==> src/rtl/chara_pkg.sv <==
// Shared types and default physics constants for the character motion controller.
package chara_pkg;

    // Motion state of the character
    typedef enum logic [1:0] {
        IDLE = 2'd0,
        WALK = 2'd1,
        JUMP = 2'd2,
        FALL = 2'd3
    } chara_state_t;

    // Default physics constants (px/frame)
    localparam int DEF_JUMP_V   = 16;
    localparam int DEF_GRAVITY  = 1;
    localparam int DEF_MAX_FALL = 16;

    // True when the character stands on the ground
    function automatic logic is_grounded(input chara_state_t s);
        return (s == IDLE) || (s == WALK);
    endfunction

endpackage

==> src/rtl/sprite_anim_ctr.sv <==
// Walk-cycle animation counter: divides frame advances by ANIM_DIV and steps
// the sprite frame index, wrapping after SPR_FRAMES-1.
module sprite_anim_ctr #(
    parameter  int ANIM_DIV   = 8,
    parameter  int SPR_FRAMES = 3,
    localparam int CNTW       = (ANIM_DIV > 1) ? $clog2(ANIM_DIV) : 1,
    localparam int IDXW       = (SPR_FRAMES > 1) ? $clog2(SPR_FRAMES) : 1
) (
    input  logic            i_clk_pix,
    input  logic            i_rst,
    input  logic            i_adv,
    input  logic            i_clr,
    output logic [IDXW-1:0] o_idx
);

    localparam logic [CNTW-1:0] CNT_LAST = CNTW'(ANIM_DIV - 1);
    localparam logic [IDXW-1:0] IDX_LAST = IDXW'(SPR_FRAMES - 1);

    logic [CNTW-1:0] r_cnt;
    logic [IDXW-1:0] r_idx;

    // Clear restarts the cycle; advance steps the divider and the frame index
    always_ff @(posedge i_clk_pix) begin
        if (i_rst || i_clr) begin
            r_cnt <= '0;
            r_idx <= '0;
        end else if (i_adv) begin
            if (r_cnt == CNT_LAST) begin
                r_cnt <= '0;
                r_idx <= (r_idx == IDX_LAST) ? '0 : r_idx + IDXW'(1);
            end else begin
                r_cnt <= r_cnt + CNTW'(1);
            end
        end
    end

    assign o_idx = r_idx;

endmodule

==> src/rtl/chara_motion.sv <==
// Per-frame character motion controller: horizontal walk with clamping,
// jump/fall physics and animation frame selection for the sprite renderer.
module chara_motion
    import chara_pkg::*;
#(
    parameter  int CORDW      = 16,
    parameter  int H_RES      = 800,
    parameter  int V_RES      = 600,
    parameter  int SPR_W      = 76,
    parameter  int SPR_H      = 108,
    parameter  int SPR_FRAMES = 3,
    parameter  int ANIM_DIV   = 8,
    parameter  int X_START    = (H_RES - SPR_W) / 2,
    parameter  int GROUND_Y   = V_RES - SPR_H,
    parameter  int JUMP_V     = DEF_JUMP_V,
    parameter  int GRAVITY    = DEF_GRAVITY,
    parameter  int MAX_FALL   = DEF_MAX_FALL,
    localparam int IDXW       = (SPR_FRAMES > 1) ? $clog2(SPR_FRAMES) : 1
) (
    input  logic                    i_clk_pix,
    input  logic                    i_rst,
    input  logic                    i_frame,
    input  logic                    i_left,
    input  logic                    i_right,
    input  logic                    i_jump,
    input  logic [CORDW-1:0]        i_speed,
    output logic signed [CORDW-1:0] o_x,
    output logic signed [CORDW-1:0] o_y,
    output logic [IDXW-1:0]         o_frame_idx,
    output logic                    o_facing_left,
    output logic                    o_airborne,
    output logic                    o_update
);

    // Two guard bits so x +/- speed and y + vy never wrap before clamping
    localparam int XW = CORDW + 2;

    localparam logic signed [XW-1:0]    X_MAX      = XW'(H_RES - SPR_W);
    localparam logic signed [XW-1:0]    Y_GND_W    = XW'(GROUND_Y);
    localparam logic signed [CORDW-1:0] X_RST      = CORDW'(X_START);
    localparam logic signed [CORDW-1:0] Y_GND      = CORDW'(GROUND_Y);
    localparam logic signed [CORDW-1:0] VY_TAKEOFF = CORDW'(-JUMP_V);
    localparam logic signed [CORDW-1:0] VY_GRAV    = CORDW'(GRAVITY);
    localparam logic signed [CORDW-1:0] VY_MAX     = CORDW'(MAX_FALL);
    localparam logic [IDXW-1:0]         IDX_AIR    = IDXW'(SPR_FRAMES - 1);

    chara_state_t            r_state, w_state_next, w_ground_state;
    logic signed [CORDW-1:0] r_x, r_y, r_vy;
    logic signed [CORDW-1:0] w_x_next, w_y_next, w_vy_next;
    logic signed [CORDW-1:0] w_vy_cur, w_vy_inc;
    logic signed [XW-1:0]    w_dx, w_x_sum, w_y_sum;
    logic                    r_jump_prev, r_facing, r_update;
    logic                    w_facing_next, w_move_l, w_move_r;
    logic                    w_grounded, w_jump_go, w_airborne;
    logic [IDXW-1:0]         w_anim_idx;

    // Horizontal motion, clamping and facing direction
    always_comb begin
        w_move_l = i_left & ~i_right;
        w_move_r = i_right & ~i_left;
        w_dx     = signed'({2'b00, i_speed});
        w_x_sum  = {{2{r_x[CORDW-1]}}, r_x};
        if (w_move_l) begin
            w_x_sum = w_x_sum - w_dx;
        end else if (w_move_r) begin
            w_x_sum = w_x_sum + w_dx;
        end
        if (w_x_sum < 0) begin
            w_x_next = '0;
        end else if (w_x_sum > X_MAX) begin
            w_x_next = CORDW'(X_MAX);
        end else begin
            w_x_next = w_x_sum[CORDW-1:0];
        end
        w_facing_next  = w_move_l ? 1'b1 : (w_move_r ? 1'b0 : r_facing);
        w_ground_state = (w_move_l | w_move_r) ? WALK : IDLE;
    end

    // Vertical physics and next-state selection
    always_comb begin
        w_grounded   = is_grounded(r_state);
        w_jump_go    = i_jump & ~r_jump_prev & w_grounded;
        w_vy_cur     = w_jump_go ? VY_TAKEOFF : r_vy;
        w_y_sum      = {{2{r_y[CORDW-1]}}, r_y} + {{2{w_vy_cur[CORDW-1]}}, w_vy_cur};
        w_vy_inc     = w_vy_cur + VY_GRAV;
        w_state_next = r_state;
        w_y_next     = r_y;
        w_vy_next    = r_vy;
        if (w_grounded && !w_jump_go) begin
            w_state_next = w_ground_state;
        end else if (w_y_sum < 0) begin
            // Hit the top of the screen: stop rising and start falling
            w_y_next     = '0;
            w_vy_next    = '0;
            w_state_next = FALL;
        end else if (w_y_sum >= Y_GND_W) begin
            // Landed: rest on the ground and resume walking/idling
            w_y_next     = Y_GND;
            w_vy_next    = '0;
            w_state_next = w_ground_state;
        end else begin
            w_y_next     = w_y_sum[CORDW-1:0];
            w_vy_next    = (w_vy_inc > VY_MAX) ? VY_MAX : w_vy_inc;
            w_state_next = (w_vy_next < 0) ? JUMP : FALL;
        end
    end

    // Commit the new motion state once per video frame
    always_ff @(posedge i_clk_pix) begin
        if (i_rst) begin
            r_state     <= IDLE;
            r_x         <= X_RST;
            r_y         <= Y_GND;
            r_vy        <= '0;
            r_jump_prev <= 1'b0;
            r_facing    <= 1'b0;
            r_update    <= 1'b0;
        end else begin
            r_update <= i_frame;
            if (i_frame) begin
                r_state     <= w_state_next;
                r_x         <= w_x_next;
                r_y         <= w_y_next;
                r_vy        <= w_vy_next;
                r_jump_prev <= i_jump;
                r_facing    <= w_facing_next;
            end
        end
    end

    // Walk cycle runs only while walking; standing still resets it
    sprite_anim_ctr #(
        .ANIM_DIV   (ANIM_DIV),
        .SPR_FRAMES (SPR_FRAMES)
    ) u_anim (
        .i_clk_pix (i_clk_pix),
        .i_rst     (i_rst),
        .i_adv     (i_frame && (w_state_next == WALK)),
        .i_clr     (i_frame && (w_state_next == IDLE)),
        .o_idx     (w_anim_idx)
    );

    assign w_airborne    = ~is_grounded(r_state);
    assign o_x           = r_x;
    assign o_y           = r_y;
    assign o_frame_idx   = w_airborne ? IDX_AIR : w_anim_idx;
    assign o_facing_left = r_facing;
    assign o_airborne    = w_airborne;
    assign o_update      = r_update;

endmodule

==> config.mk <==
export PLATFORM = sky130hd
export DESIGN_NAME = chara_motion
export DESIGN_NICKNAME = d
export VERILOG_FILES = /design/src/rtl/chara_pkg.sv /design/src/rtl/sprite_anim_ctr.sv /design/src/rtl/chara_motion.sv
export SDC_FILE = /design/constraint.sdc
export NUM_CORES = 1
export LEC_CHECK = 0
export CORE_MARGIN = 2
export CORE_UTILIZATION = 35
export CTS_CLUSTER_DIAMETER = 80
export DETAILED_ROUTE_END_ITERATION = 12
export PLACE_DENSITY_LB_ADDON = 0.15
export SYNTH_ARGS = -nofsm -noshare
export SYNTH_HDL_FRONTEND = slang
export SYNTH_SLANG_ARGS = --single-unit
==> constraint.sdc <==
create_clock -name i_clk_pix -period 7.5 [get_ports i_clk_pix]
set_clock_uncertainty 0.15 [all_clocks]
set_input_delay 1.5 -clock i_clk_pix [delete_from_list [all_inputs] [get_ports i_clk_pix]]
set_output_delay 1.5 -clock i_clk_pix [all_outputs]
set_load 0.05 [all_outputs]
# == Word level (Yosys, flattened, before mapping) ==
# Index checks and enable logic that the tools add are counted.
# classes
addsub,6
magnitude_cmp,6
eq_ne,4
mux,20
bitwise_logic,10
reduce_logical,12
# ops
cell,n
$mux W16,8
$mux W18,2
$add A16 B17 Y18,1
$gt A18 B11 Y1 const B,1
$lt A18 B1 Y1 const B,1
$sub A16 B17 Y18,1
$add A16 B16 Y17,1
$ge A17 B10 Y1 const B,1
$lt A17 B1 Y1 const B,1
$add A16 B2 Y16 const B,1
$gt A16 B6 Y1 const B,1
$lt A16 B1 Y1 const B,1
$mux W2,5
$reduce_and A2 Y1,3
$not A1 Y1,5
$and A1 B1 Y1,4
$eq A2 B1 Y1 const B,2
$logic_not A2 Y1,2
$mux W1,4
$add A3 B1 Y3 const B,1
$eq A3 B3 Y1 const B,1
$logic_and A1 B1 Y1,3
$mux W3,1
$add A2 B1 Y2 const B,1
other kinds (5),6
# word_totals
regBits,58
in_bits,22
out_inout_bits,37
elab_cells,67

# == Logic depth before layout (Yosys ltp) ==
# Gate-level depths: netlist (run 1).
# depth
ltp_word,15
ltp_mapped,17
depth_no_buf,13

# == Cells and area by module ==
# A second synthesis (run 1) with hierarchy kept.
# unflattened
cells_unflattened,774
hier_area_um2,5820.6
# by_module_without_submodules
module,instances,cells_each,area_each_um2,seq_area_each_um2
chara_motion,1,752,5576.6,1041.0
sprite_anim_ctr,1,22,244.0,100.1

# == Worst setup path after synthesis (run 1) ==
# Ideal clock, no wire load.
# synth_path
path_type,in2reg
startpoint,input port i_jump
endpoint,register u_anim.r_cnt[1]
setup_ps,115
t_arrival_ps,5404
required_ps,7235
path_slack_ps,1831
cell_stages,15
path_buffers,3
cell_sequence,or3b_4 -> buf_6 -> clkbuf_1 -> clkbuf_1 -> and2_1 -> ha_1 -> a21o_1 -> a31oi_1 -> or4_4 -> a21oi_1 -> xor2_1 -> or4_4 -> or4_4 -> and4_4 -> a31o_1
# synth_via
elab_chain_len,14
word_cells_on_any_way,21
classes_between,2 x add/sub; 4 x order compare; 1 x eq/ne; 6 x mux; 2 x bitwise; 6 x reduce/logical
# synth_lines
item,line_no,source
from (decl),chara_motion.sv:25,"input logic i_jump,"
$and A1 B1 Y1 (*) (2 in a row),chara_motion.sv:82,w_jump_go = i_jump & ~r_jump_prev & w_grounded;
$mux W16,chara_motion.sv:83,w_vy_cur = w_jump_go ? VY_TAKEOFF : r_vy;
$add A16 B2 Y16,chara_motion.sv:85,w_vy_inc = w_vy_cur + VY_GRAV;
$gt A16 B6 Y1,chara_motion.sv:103,w_vy_next = (w_vy_inc > VY_MAX) ? VY_MAX : w_vy_inc;
$mux W16,chara_motion.sv:103,
$lt A16 B1 Y1,chara_motion.sv:104,w_state_next = (w_vy_next < 0) ? JUMP : FALL;
$mux W1,chara_motion.sv:104,
$mux W2,chara_motion.sv:96,end else if (w_y_sum >= Y_GND_W) begin
$mux W2,chara_motion.sv:91,end else if (w_y_sum < 0) begin
$mux W2 (*),chara_motion.sv:89,if (w_grounded && !w_jump_go) begin
$logic_not A2 Y1,chara_motion.sv:139,".i_clr (i_frame && (w_state_next == IDLE)),"
$logic_and A1 B1 Y1,chara_motion.sv:139,
$logic_or A1 B1 Y1,sprite_anim_ctr.sv:24,if (i_rst || i_clr) begin
to (signal assigned),sprite_anim_ctr.sv:32,r_cnt <= r_cnt + CNTW'(1);
to (decl),sprite_anim_ctr.sv:19,logic [CNTW-1:0] r_cnt;
# Mark *: on every way between the ends. The rest lies on a longest branch, timed or not.
# A chain may end at the register's enable or synchronous reset.

# == Final worst setup path (run 1) ==
# layout_path
startpoint,input port i_jump
endpoint,register u_anim.r_cnt[2]
# Same word-level chain as after synthesis.

==> results of run 1 <==
state kept, by name, indices dropped and copies added, names as in the netlist:
signal / flops
o_update: 1
r_state: 1
r_vy: 16
o_x: 16
r_jump_prev: 1
o_y: 16
u_anim.r_cnt: 3
o_facing_left: 1
u_anim.o_idx: 2
kinds of logic (layout without fill, tap and decap cells):
family,Yosys count,in the layout,synth area share
AOI/OAI and AO/OA,246,246,0.284
muxes,13,13,0.0226
buffers and inverters,95,126,0.0632
and+or+nand+nor,301,301,0.271
adders and majority gates,57,57,0.123
DFF,57,57,0.191
xor gates and xnor gates,31,31,0.0454
cell usage after synthesis, types with 7 or more instances:
master | n | share of area
a211oi_1 | 11 | 0.014
o21a_1 | 8 | 0.010
nand3_1 | 25 | 0.021
nand2_1 | 52 | 0.033
a21o_1 | 10 | 0.013
a21oi_1 | 58 | 0.049
nor3_1 | 21 | 0.018
ha_1 | 54 | 0.11
inv_1 | 44 | 0.028
a31oi_1 | 11 | 0.012
dfxtp_1 | 57 | 0.19
xnor2_1 | 22 | 0.032
xor2_1 | 9 | 0.013
and2_1 | 9 | 0.0094
o211ai_1 | 11 | 0.014
nand2b_1 | 22 | 0.023
mux2i_1 | 9 | 0.015
nor4_1 | 9 | 0.0094
a221o_1 | 8 | 0.013
nor2b_1 | 13 | 0.014
nor2_1 | 68 | 0.043
a32oi_1 | 7 | 0.010
or3_1 | 10 | 0.010
clkbuf_1 | 41 | 0.026
and3_1 | 16 | 0.017
nand4_1 | 18 | 0.019
o21ai_0 | 49 | 0.041
power breakdown:
part,switching [mW],leakage [nW],internal [mW]
clock,0.170,0.150,0.260
sequential,0.0193,0.464,0.314
combinational,0.235,2.13,0.148
critical path, delay by kind of cell:
kind | cells | cell delay (ns)
simple gates | 3 | 1.06
fa+ha+maj | 2 | 0.69
compound gates | 7 | 2.21
buf+inv | 1 | 0.55
metal layers:
layer | vias up | share of wire | track usage
li1 | 3045 | - | -
met1 | 2897 | 0.46 | 0.257
met2 | 137 | 0.48 | 0.357
met3 | 29 | 0.034 | 0.0289
met4 | 0 | 0.029 | 0.0825
met5 | - | 0 | 0
worst max path at each step:
stage | end | startpoint | slack, ns
floorplan | u_anim.r_cnt[1] | i_jump | 1.83
global placement | u_anim.r_cnt[1] | i_jump | 1.40
detailed placement | u_anim.r_cnt[2] | i_jump | 1.30
CTS | u_anim.r_cnt[2] | i_jump | 1.63
global route | u_anim.r_cnt[0] | i_jump | 1.25
finish | u_anim.r_cnt[2] | i_jump | 1.59
cell type report:
| type | instances | area share |
|---|---|---|
| clock buffer | 9 | 0.0322 |
| tap | 220 | 0.0394 |
| inverter | 44 | 0.0236 |
| timing repair buffer | 66 | 0.0909 |
| sequential | 57 | 0.163 |
| multi-input combinational | 648 | 0.639 |
| clock inverter | 7 | 0.0113 |
placed cells by master (no fill, tap or decap), types with 10 or more instances in the layout:
cell type         n
nand2_1          52
or3_1            10
inv_1            44
dfxtp_1          57
a211oi_1         11
o21ai_0          49
nor2_1           68
a21o_1           10
nand3_1          25
clkdlybuf4s50_1  57
a31oi_1          11
nor2b_1          13
xnor2_1          22
ha_1             54
o211ai_1         11
nand4_1          18
nor3_1           20
and3_1           16
nand2b_1         22
a21oi_1          58
per-stage QoR:
step | cells | total power [mW] | hold WS (ns)
final | 1051 | 1.15 | 0.325
after global routing | 1051 | 1.21 | 0.336
after CTS | 1051 | 1.15 | 0.319
after detailed placement | 1035 | 0.717 | 0.310
after global placement | 1035 | 0.716 | 0.306
after floorplan | 800 | 0.615 | 0.286
==> reports/results.txt, run 1 <==
Hold buffers post-CTS = 0
Worst setup SP type = input pin
DRT Wirelength = 18400 µm
Pre-CTS WS = 1.30 ns
First-pass GRT wire length = 30100 µm
Relative slew slack = 0.238
Element type at the critical path end = flop
Mapped Cells = 800
Via count = 6108
Die Area = 0.0182 mm²
Gr usage total = 0.206
Crit path max fanout = 31
Worst path max stage delay = 0.78 ns
CTS tree = done
Register area share after synthesis = 0.191
Post-Syn Area per Cell = 7.48 µm²
Vias in the first global route = 5879
Seq. cell area = 0.00114 mm²
Dpl hpwl = 13700 µm
CP most frequent cell = o21ai_0
Sum of negative setup slack = 0 ns
R2R cell count = 12
Chip Height = 135 µm
Synth warn = 0
Final Util = 0.420
Die Wd = 135 µm
Worst vdd ir = 0.000119 V
Fmax = 169 MHz
Port Buf Inserts = 58
Root Driver = clkbuf_16
Post-synth EDFFs = 0
Max-slew violation count = 0
# clock sinks = 57
Post-synth ARST share = 0
Wire per inst = 17.5 µm
Final period util = 0.788
Worst endpoint required time = 7.62 ns
Worst EP arrival = 6.03 ns
Hold path endpoint = u_anim.o_idx[0]
Final hold violations = 0
Max clock buf depth = 2
Row count = 47
Final nets = 905
Vias per cell = 5.81
Later-pin clock latency in the skew report = 0.35 ns
Crit-path slowest cell = a2111oi_1
CTS resizes = 0
Hold wc startpoint = u_anim.o_idx[0]
Final Setup Violations = 0
Detailed-route DRC error count = 0
GPL Wtd Cong = 0.956
CORE AREA = 0.0166 mm²
H-tree depth = 3
Yosys cell types = 79
Leak = 2.74 nW
Yosys reg bits = 57
Worst Tran Pin Value = 1.11 ns
PwrDens = 164 mW/mm²
Clock transition at the registers of the reported paths = 0.06 ns
Antenna cells = 0
Maxcap violations = 0
Syn Nets = 879
Post-Synthesis Cell Area = 0.00598 mm²
Synth-to-Final Area Change = 16.8%
HP Class = flop to flop
GRT overflow = 0
Multi-input logic area = 0.00447 mm²
Initial antenna violation count = 0
Crit path cell chain = clkdlybuf4s50_1, or3b_4, and2_1, ha_1, fa_1, a22oi_2, o31ai_2, a31o_2, a2111oi_1, nor2_1, o21ai_0, o21ai_0, a21oi_1
Filler Cells Inserted = 1725
Ports = 59
Post-DP Area = 0.00669 mm²
Largest net degree at the start of global routing = 46
FF-to-FF setup slack = 2.74 ns
Status = finished, final reports clean
Clock period minus worst slack = 5.91 ns
Worst r2r src = r_state[1]
Final worst slack = 1.59 ns
ANT nets after route = 0
Min-Delay Path Depth = 1
Top FF cell, synth = dfxtp_1
First-pass DRT Iterations = 4
Post-CTS setup buffer count = 0
Initial Util = 0.359
Inserted Clock Buffers = 9
Critical path class = input pin to flop
RSZ-0062 raised after global routing = no
Layout cells sized above 1 = 0.0614
RR Endpoint = u_anim.r_cnt[2]
Design area = 0.00699 mm²
Starting DRC count in detailed routing = 469
(Power assumes the default switching activity.)
==> run 2: changes to the inputs <==
==> constraint.sdc (replaced) <==
create_clock -name i_clk_pix -period 6.1 [get_ports i_clk_pix]
set_clock_uncertainty 0.15 [all_clocks]
set_input_delay 1.22 -clock i_clk_pix [delete_from_list [all_inputs] [get_ports i_clk_pix]]
set_output_delay 1.22 -clock i_clk_pix [all_outputs]
set_load 0.05 [all_outputs]
==> reports/results.txt, run 2 (synthesized netlist as in run 1, its figures left out) <==
Later-pin clock latency in the skew report = 0.34 ns (was 0.35 ns)
Dpl hpwl = 14400 µm (was 13700 µm)
Maxcap violations = 0 (unchanged)
Root Driver = clkbuf_16 (unchanged)
Vias per cell = 5.88 (was 5.81)
Element type at the critical path end = flop (unchanged)
Worst r2r src = r_state[1] (unchanged)
Pre-CTS WS = 0.276 ns (was 1.30 ns)
Seq. cell area = 0.00114 mm² (unchanged)
Status = finished, final reports clean (unchanged)
Crit path max fanout = 15 (was 31)
Ports = 59 (unchanged)
Relative slew slack = 0.267 (was 0.238)
Gr usage total = 0.211 (was 0.206)
GRT overflow = 0 (unchanged)
H-tree depth = 3 (unchanged)
Filler Cells Inserted = 1689 (was 1725)
Most common cell after layout, fill and taps aside = nor2_1 (unchanged)
CP most frequent cell = or4_4 (was o21ai_0)
Min-Delay Path Depth = 1 (unchanged)
RSZ-0062 raised after global routing = no (unchanged)
Detailed-route DRC error count = 0 (unchanged)
Crit path cell chain = clkdlybuf4s50_1, or3b_4, and2_1, ha_1, a21o_1, a31oi_1, or4_4, a21oi_1, xor2_1, or4_4, nor3_2, buf_4, nand2_1, a221o_1 (was clkdlybuf4s50_1, or3b_4, and2_1, ha_1, fa_1, a22oi_2, o31ai_2, a31o_2, a2111oi_1, nor2_1, o21ai_0, o21ai_0, a21oi_1)
Antenna cells = 0 (unchanged)
FF-to-FF setup slack = 1.52 ns (was 2.74 ns)
Max clock buf depth = 2 (unchanged)
Design area = 0.00705 mm² (was 0.00699 mm²)
Post-CTS setup buffer count = 0 (unchanged)
Starting DRC count in detailed routing = 393 (was 469)
Fmax = 182 MHz
Final worst slack = 0.611 ns (was 1.59 ns)
Multi-input logic area = 0.00447 mm² (unchanged)
CORE AREA = 0.0166 mm² (unchanged)
Critical path class = input pin to flop (unchanged)
CTS resizes = 0 (unchanged)
Die Wd = 135 µm (unchanged)
Final nets = 910 (was 905)
GPL Wtd Cong = 0.894 (was 0.956)
Final period util = 0.900
Largest net degree at the start of global routing = 46 (unchanged)
Initial antenna violation count = 0 (unchanged)
Sum of negative setup slack = 0 ns (unchanged)
# clock sinks = 57 (unchanged)
Most frequent cells in the layout = 68 x nor2_1, 58 x a21oi_1, 57 x clkdlybuf4s50_1, 57 x dfxtp_1, 54 x ha_1 (unchanged)
Wire per inst = 18.1 µm (was 17.5 µm)
Worst Tran Pin Value = 1.10 ns (was 1.11 ns)
Port Buf Inserts = 58 (unchanged)
Max-slew violation count = 0 (unchanged)
Final Setup Violations = 0 (unchanged)
Die Area = 0.0182 mm² (unchanged)
Leak = 2.77 nW (was 2.74 nW)
Chip Height = 135 µm (unchanged)
Final Util = 0.424 (was 0.420)
R2R cell count = 13 (was 12)
Kind of cell adding the most delay to the critical path = simple AND/OR/NAND/NOR gates (was compound AO/OA/AOI/OAI gates)
Via count = 6206 (was 6108)
Hold buffers post-CTS = 0 (unchanged)
Worst vdd ir = 0.000116 V (was 0.000119 V)
First-pass DRT Iterations = 6 (was 4)
Post-DP Area = 0.00672 mm² (was 0.00669 mm²)
Vias in the first global route = 5943 (was 5879)
Clock period minus worst slack = 5.49 ns
Inserted Clock Buffers = 9 (unchanged)
Hold wc startpoint = u_anim.o_idx[0] (unchanged)
Row count = 47 (unchanged)
HP Class = flop to flop (unchanged)
Crit-path slowest cell = or4_4 (was a2111oi_1)
Layout cells sized above 1 = 0.0670 (was 0.0614)
Hold path endpoint = u_anim.o_idx[0] (unchanged)
RR Endpoint = o_y[3] (was u_anim.r_cnt[2])
Final hold violations = 0 (unchanged)
ANT nets after route = 0 (unchanged)
DRT Wirelength = 19100 µm (was 18400 µm)
Worst path max stage delay = 0.59 ns (was 0.78 ns)
CTS tree = done (unchanged)
Worst setup SP type = input pin (unchanged)
Initial Util = 0.359 (unchanged)
Clock transition at the registers of the reported paths = 0.06 ns (about the same)
WP buf/inv = 2 (was 1)
Worst endpoint required time = 6.18 ns (was 7.62 ns)
PwrDens = 207 mW/mm² (was 164 mW/mm²)
First-pass GRT wire length = 30600 µm (was 30100 µm)
Synth-to-Final Area Change = 17.8% (was 16.8%)
Worst EP arrival = 5.57 ns (was 6.03 ns)
## run 2: power by group
part	internal, mW	switching (mW)	total [mW]
clock	0.361	0.208	0.569
sequential	0.385	0.0236	0.409
combinational	0.185	0.295	0.480
## run 2: worst register-to-register path, stage by stage (launching register included)
cell and delay, ns:
dfxtp_1 0.49, or3b_4 0.55, and2_1 0.24, ha_1 0.28, a21o_1 0.16, a31oi_1 0.13, or4_4 0.60, a21oi_1 0.19
xor2_1 0.10, or4_4 0.56, nor3_2 0.35, buf_4 0.28, nand2_1 0.08, a221o_1 0.31
## run 2: stage by stage
| stage | hold slack, ns | total power [mW] | std cells |
|---|---|---|---|
| 6_report | 0.322 | 1.46 | 1056 |
| 5_1_grt | 0.346 | 1.53 | 1056 |
| 4_1_cts | 0.321 | 1.46 | 1056 |
| 3_5_place_dp | 0.313 | 0.891 | 1040 |
| 3_3_place_gp | 0.302 | 0.888 | 1040 |
| 2_1_floorplan | 0.286 | 0.756 | 800 |
## run 2: how the worst max path moves through the flow
stage	endpoint	slack (ns)	cells after the start	from
finish	o_y[3]	0.61	14	i_jump
global route	u_anim.r_cnt[0]	0.26	13	i_jump
CTS	o_y[3]	0.64	14	i_jump
detailed placement	o_y[3]	0.28	14	i_jump
global placement	u_anim.r_cnt[1]	0.39	13	i_jump
floorplan	u_anim.r_cnt[1]	0.71	15	i_jump
## run 2: layer usage
layer / GRT usage / routed length [µm] / vias to the layer above
met2: 0.360 / 9120 / 173
met3: 0.0274 / 866 / 37
li1: - / - / 3058
met5: 0 / 0 / -
met1: 0.263 / 8450 / 2938
met4: 0.101 / 684 / 0
## run 2: cell type report
cell class,instances,area share
timing repair buffer,71,0.0955
sequential,57,0.162
clock inverter,7,0.0144
multi-input combinational,648,0.634
clock buffer,9,0.0319
tap,220,0.0390
inverter,44,0.0234
==> run 3: changes to the inputs <==
--- a/config.mk
+++ b/config.mk
@@ -5,6 +5,7 @@
 export SDC_FILE = /design/constraint.sdc
 export NUM_CORES = 1
 export LEC_CHECK = 0
+export CAP_MARGIN = 30
 export CORE_MARGIN = 2
 export CORE_UTILIZATION = 35
 export CTS_CLUSTER_DIAMETER = 80
==> reports/results.txt, run 3 (synthesized netlist as in run 1, its figures left out) <==
Gr usage total = 0.211 (unchanged)
Initial antenna violation count = 0 (unchanged)
Worst Tran Pin Value = 1.03 ns (was 1.10 ns)
RSZ-0062 raised after global routing = no (unchanged)
Worst EP arrival = 5.56 ns (was 5.57 ns)
Clock transition at the registers of the reported paths = 0.05 ns (was 0.06 ns)
Clock period minus worst slack = 5.49 ns (about the same)
Hold_ws = 0.322 ns (unchanged)
Worst vdd ir = 0.000116 V (about the same)
# clock sinks = 57 (unchanged)
Final hold violations = 0 (unchanged)
H-tree depth = 3 (unchanged)
Non-Filler Instances = 1057 (was 1056)
Relative slew slack = 0.312 (was 0.267)
Vias in the first global route = 5943 (unchanged)
Vias per cell = 5.86 (was 5.88)
Sum of negative setup slack = 0 ns (unchanged)
Crit path max fanout = 15 (unchanged)
Seq. cell area = 0.00114 mm² (unchanged)
Final Util = 0.424 (about the same)
Port Buf Inserts = 58 (unchanged)
Leak = 2.78 nW (was 2.77 nW)
Worst endpoint required time = 6.18 ns (about the same)
Cell total after placement = 1040 (unchanged)
PwrDens = 207 mW/mm² (about the same)
Max-slew violation count = 0 (unchanged)
Synth-to-Final Area Change = 18.0% (was 17.8%)
Worst setup SP type = input pin (unchanged)
Row count = 47 (unchanged)
Max clock buf depth = 2 (unchanged)
Final nets = 911 (was 910)
Post-CTS setup buffer count = 0 (unchanged)
GPL Wtd Cong = 0.894 (unchanged)
Final worst slack = 0.614 ns (was 0.611 ns)
Root Driver = clkbuf_16 (unchanged)
Wire per inst = 18.0 µm (was 18.1 µm)
HP Class = flop to flop (unchanged)
Detailed-route DRC error count = 0 (unchanged)
Pre-CTS WS = 0.276 ns (unchanged)
Status = finished, final reports clean (unchanged)
Maxcap violations = 0 (unchanged)
Ports = 59 (unchanged)
Final period util = 0.899 (was 0.900)
Fmax = 182 MHz (about the same)
CTS tree = done (unchanged)
Dpl hpwl = 14400 µm (unchanged)
Filler Cells Inserted = 1689 (unchanged)
Final Setup Violations = 0 (unchanged)
Most common cell after layout, fill and taps aside = nor2_1 (unchanged)
First-pass DRT Iterations = 5 (was 6)
ANT nets after route = 0 (unchanged)
Element type at the critical path end = flop (unchanged)
Later-pin clock latency in the skew report = 0.34 ns (about the same)
Starting DRC count in detailed routing = 339 (was 393)
GRT overflow = 0 (unchanged)
Chip Height = 135 µm (unchanged)
CORE AREA = 0.0166 mm² (unchanged)
Layout cells sized above 1 = 0.0681 (was 0.0670)
Worst r2r src = r_state[1] (unchanged)
DRT Wirelength = 19100 µm (about the same)
Inserted Clock Buffers = 9 (unchanged)
First-pass GRT wire length = 30600 µm (unchanged)
Via count = 6191 (was 6206)
Die Wd = 135 µm (unchanged)
Initial Util = 0.359 (unchanged)
Multi-input logic area = 0.00447 mm² (unchanged)
Antenna cells = 0 (unchanged)
Hold wc startpoint = u_anim.o_idx[0] (unchanged)
Critical path class = input pin to flop (unchanged)
CTS resizes = 0 (unchanged)
Critical Path Source = i_jump (unchanged)
Most frequent cells in the layout = 68 x nor2_1, 58 x a21oi_1, 57 x clkdlybuf4s50_1, 57 x dfxtp_1, 54 x ha_1 (unchanged)
Largest net degree at the start of global routing = 46 (unchanged)
Hold buffers post-CTS = 0 (unchanged)
Die Area = 0.0182 mm² (unchanged)
[run 3: cell types whose count changed in the layout (fill, tap and decap cells not counted), sizes merged]
cell,before,now
buf,14,15
[run 3: worst paths after layout]
| kind | slack [ns] | cells past startpoint | end |
|---|---|---|---|
| setup / recovery | 0.61 | 13 | u_anim.o_idx[0] |
| hold / removal | 0.32 | 1 | u_anim.o_idx[0] |
| setup reg to reg | 1.51 | 12 | u_anim.o_idx[0] |
| hold reg to reg | 0.32 | 1 | u_anim.o_idx[0] |
[run 3: stage by stage]
stage	power (mW)	instance area [µm²]
finish	1.46	7060
global placement	0.888	6720
detailed placement	0.891	6720
CTS	1.46	7050
global route	1.53	7060
floorplan	0.756	5980
[run 3: area by class of cell]
type	count	area share
inverters	44	0.0234
clock buffers	9	0.0319
multi-input cells	648	0.633
repair buffers	72	0.0965
flip-flops and latches	57	0.162
clock inverters	7	0.0144
well taps	220	0.0390
[run 3: layer usage]
layer,up-vias,part of all wire,GRT usage
li1,3054,-,-
met1,2916,0.45,0.263
met2,182,0.47,0.360
met3,39,0.044,0.0274
met4,0,0.035,0.101
met5,-,0,0
[run 3: critical path, stage by stage]
cell	delay, ns
clkdlybuf4s50_1	0.56
or3b_4	0.50
and2_1	0.24
ha_1	0.28
a21o_1	0.16
a31oi_1	0.13
or4_4	0.60
a211oi_1	0.28
o41ai_1	0.11
or4_4	0.46
nor4_1	0.68
o311ai_0	0.23
o41ai_1	0.10
[run 3: power by group]
part	internal [mW]	leakage [nW]	total (mW)	switching, mW
combinational	0.186	2.16	0.480	0.294
sequential	0.385	0.464	0.409	0.0236
clock	0.361	0.153	0.571	0.210
